<file path="config.mk">
export PLATFORM = sky130hd
export DESIGN_NAME = spi_slave_rx
export DESIGN_NICKNAME = d
export VERILOG_FILES = /design/src/rtl/spi_slave_rx.sv
export SDC_FILE = /design/constraint.sdc
export NUM_CORES = 1
export LEC_CHECK = 0
export CORE_MARGIN = 2
export CORE_UTILIZATION = 45
export CTS_BUF_LIST = sky130_fd_sc_hd__clkbuf_2
export DETAILED_ROUTE_END_ITERATION = 6
export PLACE_DENSITY_LB_ADDON = 0.15
export REMOVE_ABC_BUFFERS = 1
export SLEW_MARGIN = 20
export SYNTH_ARGS = -nofsm -noshare
export SYNTH_HDL_FRONTEND = slang
export SYNTH_SLANG_ARGS = --single-unit
</file>
<file path="constraint.sdc">
create_clock -name clka -period 1.3 [get_ports clka]
set_input_delay 0.26 -clock clka [delete_from_list [all_inputs] [get_ports clka]]
set_output_delay 0.26 -clock clka [all_outputs]
set_load 0.01 [all_outputs]
</file>
<file path="src/rtl/spi_slave_rx.sv">
// SPI slave receiver: LSB-first frames of WIDTH bits, one per cs assertion.
// Define SPI_RX_FIFO_EN for 4-entry FIFO storage (default: one holding register).
module spi_slave_rx #(
   parameter int WIDTH = 3
) (
   input  logic             clka,
   input  logic             reset,
   input  logic             cs,
   input  logic             MOSI,
   input  logic             rx_ready,
   input  logic             clr_err,
   output logic [WIDTH-1:0] rx_data,
   output logic             rx_valid,
   output logic             busy,
   output logic             overrun,
   output logic             frame_err
);

   localparam int CW = $clog2(WIDTH + 1);
   localparam logic [CW-1:0] LAST = CW'(WIDTH - 1);

   typedef enum logic [1:0] {
      IDLE,
      SHIFT,
      DONE
   } state_t;

   state_t           state_q, state_d;
   logic             cs_q;
   logic [CW-1:0]    cnt_q, cnt_d;
   logic [WIDTH-1:0] sh_q, sh_d;
   logic [WIDTH-1:0] bit_w;
   logic [WIDTH-1:0] word;
   logic             push, pop, full, accept;
   logic             ovf_evt, ferr_evt;
   logic             overrun_q, overrun_d;
   logic             ferr_q, ferr_d;

   assign bit_w = {{(WIDTH-1){1'b0}}, MOSI};

   always_comb begin
      state_d  = state_q;
      cnt_d    = cnt_q;
      sh_d     = sh_q;
      push     = 1'b0;
      ferr_evt = 1'b0;
      word     = sh_q;
      unique case (state_q)
         IDLE: begin
            cnt_d = '0;
            sh_d  = '0;
            if (cs_q) begin
               sh_d    = bit_w;
               cnt_d   = CW'(1);
               state_d = SHIFT;
            end
         end
         SHIFT: begin
            if (!cs_q) begin
               // partial word is discarded
               state_d  = IDLE;
               cnt_d    = '0;
               sh_d     = '0;
               ferr_evt = (cnt_q != '0);
            end else begin
               sh_d  = sh_q | (bit_w << cnt_q);
               cnt_d = cnt_q + CW'(1);
               if (cnt_q == LAST) begin
                  state_d = DONE;
                  push    = 1'b1;
                  word    = sh_d;
               end
            end
         end
         DONE: begin
            if (!cs_q) begin
               state_d = IDLE;
               cnt_d   = '0;
               sh_d    = '0;
            end
         end
         default: begin
            state_d = IDLE;
            cnt_d   = '0;
            sh_d    = '0;
         end
      endcase
   end

   always_ff @(posedge clka) begin
      if (reset) begin
         state_q <= IDLE;
         cs_q    <= 1'b0;
         cnt_q   <= '0;
         sh_q    <= '0;
      end else begin
         state_q <= state_d;
         cs_q    <= cs;
         cnt_q   <= cnt_d;
         sh_q    <= sh_d;
      end
   end

   assign busy    = (state_q == SHIFT);
   assign pop     = rx_valid & rx_ready;
   assign accept  = push & (~full | pop);
   assign ovf_evt = push & full & ~pop;

`ifdef SPI_RX_FIFO_EN
   logic [WIDTH-1:0] mem_q [4];
   logic [1:0]       wp_q, rp_q;
   logic [2:0]       n_q;

   assign full     = (n_q == 3'd4);
   assign rx_valid = (n_q != 3'd0);
   assign rx_data  = mem_q[rp_q];

   always_ff @(posedge clka) begin
      if (reset) begin
         for (int i = 0; i < 4; i++) mem_q[i] <= '0;
         wp_q <= '0;
         rp_q <= '0;
         n_q  <= '0;
      end else begin
         if (pop) rp_q <= rp_q + 2'd1;
         if (accept) begin
            mem_q[wp_q] <= word;
            wp_q        <= wp_q + 2'd1;
         end
         unique case ({accept, pop})
            2'b10:   n_q <= n_q + 3'd1;
            2'b01:   n_q <= n_q - 3'd1;
            default: n_q <= n_q;
         endcase
      end
   end
`else
   logic [WIDTH-1:0] hold_q;
   logic             valid_q;

   assign full     = valid_q;
   assign rx_valid = valid_q;
   assign rx_data  = hold_q;

   always_ff @(posedge clka) begin
      if (reset) begin
         hold_q  <= '0;
         valid_q <= 1'b0;
      end else if (accept) begin
         hold_q  <= word;
         valid_q <= 1'b1;
      end else if (pop) begin
         valid_q <= 1'b0;
      end
   end
`endif

   // an error event in the clearing cycle wins over clr_err
   assign overrun_d = (overrun_q & ~clr_err) | ovf_evt;
   assign ferr_d    = (ferr_q & ~clr_err) | ferr_evt;

   always_ff @(posedge clka) begin
      if (reset) begin
         overrun_q <= 1'b0;
         ferr_q    <= 1'b0;
      end else begin
         overrun_q <= overrun_d;
         ferr_q    <= ferr_d;
      end
   end

   assign overrun   = overrun_q;
   assign frame_err = ferr_q;

endmodule

</file>
# Word-level counts from Yosys, hierarchy flattened
# Cells that the tools add are included.
# classes
n_addsub	1
eq_ne	6
shift	1
n_mux	22
n_bitwise	13
reduce_logical	4
# op_table
operator	count
3-bit 2-to-1 mux	5
2-bit case mux with 3 select lines	2
2-bit 2-to-1 mux	5
1-bit 2-to-1 mux	9
3-bit case mux with 3 select lines	1
1-bit AND	6
2-bit == test, second input constant	2
2-bit inequality test, second input constant	2
2-bit nonzero test	2
3-bit by 2-bit inequality test with 1-bit output, second input constant	1
1-bit inverter	3
1-bit OR	3
3-bit OR	1
3-bit AND reduction	1
1-bit by 2-bit left shift with 3-bit output	1
2-bit by 1-bit adder with 2-bit output, second input constant	1
2-bit by 1-bit == test with 1-bit output, second input constant	1
2-bit zero test	1
# totals
regBits	14
input_bits	6
word_cells	55

# Longest topological paths before layout
# depth
word_depth	7
mapped_depth	5
depth_no_buf	5

# Least setup slack after synthesis
# OpenSTA, ideal clock, no wires.
# synth_timing
kind	flip-flop to flip-flop
from	register cnt_q[0]
to	register hold_q[0], in the netlist rx_data[0]
setup_ns	0.127
arrival_time_ns	1.061
required_time_ns	1.173
path_slack_ns	0.111
path_stages_with_launch	6
cell_sequence	dfxtp_1 > inv_1 > ha_1 > nand4b_1 > nor4_1 > nor3_1
# synth_via
elab_chain_len	5
word_cells_on_any_way	10
cone_classes	eq/ne: 1; shift: 1; mux: 6; bitwise: 2
# synth_rtl
element	line	text
start: declaration	30	logic [CW-1:0] cnt_q, cnt_d;
start signal: assignment	99	cnt_q <= cnt_d;
2-bit == test or 1-bit by 2-bit left shift with 3-bit output (tied branches)	68, 66	
1-bit 2-to-1 mux or 3-bit OR (tied branches)	68, 66	
1-bit 2-to-1 mux or 3-bit 2-to-1 mux (tied branches)	59, 68	
1-bit 2-to-1 mux or 3-bit 2-to-1 mux (tied branches)	48, 59	
1-bit AND or 3-bit 2-to-1 mux (tied branches)	106, 48	
end signal: assignment	150	hold_q <= word;
end: declaration	138	logic [WIDTH-1:0] hold_q;
# Parallel ways exist; a longest one is shown, timed or not.
# A chain may end at the register's enable or synchronous reset.

# Final worst setup path
# Ends and elaborated chain as after synthesis.

==> flow_summary.ini <==
[timing]
max_freq_mhz = 787.5
hold_violations = 0
final.min_clock_period_ns = 1.270
grt_setup_unrepaired = true
setup_tns_ns = 0
tightest_slew_ns = 0.4160
fin_ws_ns = 0.03015
report.final.setup_viol = 0
fin_skew_ns = 0.001778
report.final.slew_viol_count = 0
slew_headroom_pct = 72.21
whs_ns = 0.5350
min_period_over_period_pct = 97.68

[worst_setup_path]
crit_arrival_ns = 1.44
r2r-start = cnt_q[0]
r2r_cells = 5
crit_path_max_fanout = 4
worst_r2r_endpoint = rx_data[0]
cpPeakStageDelay_ns = 0.35
critPathSlowestCell = dfxtp_2
endpoint = rx_data[0]
r2r_setup_slack_ns = 0.03
crit_family = simple AND/OR/NAND/NOR gates
required_ns = 1.47
startpoint_type = register
crit_buf_inv = 1
cp_num_cells = 5
critPathLaunch = cnt_q[0]
cp-end-kind = register
crit_chain = inv_2 > ha_4 > nand4b_1 > nor4_2 > nor3_1
path_class = reg -> reg

[synthesis]
avgSynthCellArea_um2 = 9.086
syn_inst = 65
synth_top_cell_area_share_pct = 47.46
synth_area_um2 = 590.6
ys_warn_count = 0
synth.largest_area_cell = dfxtp_1
synthDistinctLibCells = 19
ys_seq_area_share_pct = 47.46
synth.area.top_cells = dfxtp_1, a21oi_1, nor2b_1
ys_seq_elements = 14

[routing]
wl_per_cell_um = 13.33
dr.pass1.iters = 4
finalWirelength_um = 1400
num_vias = 560
drcViolationCount = 0
antenna_left = 0
drt_iter0_markers = 17
via_per_inst = 5.333

[die]
initial_core_util_pct = 46.55
core_area_um2 = 1269
die_y_um = 40.23
num_io_pins = 13
die_w_um = 40.23
rows = 13
dieArea_um2 = 1618

[clock_network]
cts_buffers = 3
clock_sinks = 14
clkLatencyLatePin_ns = 0.26
path_clk_slew_ns = 0.13
htree_levels = 1
cts_tree = yes
cts_root_buffer = clkbuf_2
clk_path_buf_depth = 2

[placed_design]
place.gp.congestion = 0.7888
port_buffers = 12
place_ws_ns = -0.007572
dp.cells = 97
hpwl_um = 921.9

[power_and_ir_drop]
p_int_uw = 537.1
p_per_area_nw_per_um2 = 813.7
p_clk_share_pct = 28.7
p_switching_uw = 166.4
power_frac_comb_pct = 8.9
seqPwrFrac_pct = 62.4
ir_drop_v = 0.0004395
switching_share_pct = 23.66
leakage_nw = 0.3640

[final_layout]
register_area_um2 = 285.3
nets = 99
final_layout_size_suffix_gt1_share_pct = 30.00
num_antenna_cells = 0
syn_to_final_growth_pct = 46.40
multi_input_area_um2 = 326.6
num-fill-cells = 111
fin_cells = 105

[flow_run]
max-cap-violations = 0

[worst_hold_path]
hp-class = reg -> reg
hold_path_depth = 2
hp-start = rx_data[2]

[grt]
grt_pass1_vias = 431
antenna_found_initial = 0
grt_max_degree = 9
grt_pass1_wl_um = 1842
grt_use_total_pct = 17.44
overflow = 0

[outcome]
outcome = finished, final reports clean
## flip-flops by register name, indices dropped and copies added (netlist names)
name       cells
state_q        2
sh_q           3
overrun        1
rx_valid       1
frame_err      1
cnt_q          2
rx_data        3
cs_q           1
## synthesized netlist by cell type (all sizes together)
library cell / instances
dfxtp: 14
a21oi: 9
nor2: 7
nor2b: 7
a22oi: 3
nor3: 3
nor4: 3
a211oi: 2
and3b: 2
buf: 2
ha: 2
inv: 2
nand2b: 2
nor3b: 2
and4b: 1
clkbuf: 1
nand4b: 1
o21ai: 1
xor2: 1
## worst min-delay path, cell delays in order, from the launching register on
cell	delay, ns
dfxtp_1	0.33
a21oi_1	0.11
nor3_1	0.06
## worst min-delay path by stage
stage                      end  slack [ns]
floorplan             rx_valid        0.33
global placement       sh_q[1]        0.49
detailed placement     sh_q[1]        0.50
CTS                       cs_q        0.53
global route              cs_q        0.55
finish              rx_data[2]        0.54
## layout make-up
cell class / instances / share of cell area (%)
clock inverter: 1 / 0.4342
tap: 15 / 2.171
multi-input combinational: 46 / 37.77
sequential: 14 / 33.00
clock buffer: 3 / 1.737
timing repair buffer: 24 / 24.02
inverter: 2 / 0.8683
## power groups by stage
stage | sequential, mW | combinational (mW) | clock, mW
after floorplan | 0.449 | 0.0178 | 0
after global routing | 0.440 | 0.0686 | 0.228
after global placement | 0.447 | 0.0576 | 0
after CTS | 0.438 | 0.0581 | 0.212
final | 0.439 | 0.0629 | 0.202
after detailed placement | 0.448 | 0.0579 | 0
## metal layers
metal	track usage, %	part of all wire (%)	vias to the layer above
li1	-	-	280
met1	23.13	48	268
met2	26.21	48	10
met3	3.333	3.1	2
met4	10.00	0.79	0
met5	0	0	-
## cell families (layout without fill, tap and decap cells)
kind of cell | after synthesis | after routing | share of synthesized area (%)
flops | 14 | 14 | 47.46
xor+xnor | 1 | 1 | 1.483
fa+ha+maj | 2 | 2 | 4.237
compound gates | 15 | 15 | 14.83
buf+inv | 5 | 30 | 3.602
simple gates | 28 | 28 | 28.39
## cells in the final DEF, fill, tap and decap left out, types with 2 or more instances in the layout
master,netlist,layout
clkdlybuf4s50_1,0,5
nor3b_1,2,2
clkbuf_2,0,3
a211oi_1,2,2
nor2b_1,7,6
and3b_1,2,2
dfxtp_2,0,4
dlygate4sd2_1,0,6
nor3_1,3,3
dfxtp_1,14,10
buf_4,0,11
nand2b_1,2,2
a21oi_1,9,8
nor4_2,0,3
nor2_1,7,7
a22oi_1,3,3
## what timing repair did
action / in CTS / in global routing
resized for setup: 11 / 11
endpoints found under the setup margin: 10 / 5
pin swaps: 2 / 5
setup buffers: 2 / 3
hold buffers: 0 / 0
## stage by stage
stage,util (%),power [mW],area (um^2)
CTS,63.71,0.7081,808.3
floorplan,-,0.4668,576.8
global placement,61.14,0.5048,775.7
global route,68.15,0.7366,864.6
finish,68.15,0.7035,864.6
detailed placement,61.14,0.5055,775.7
(Power assumes the default switching activity.)
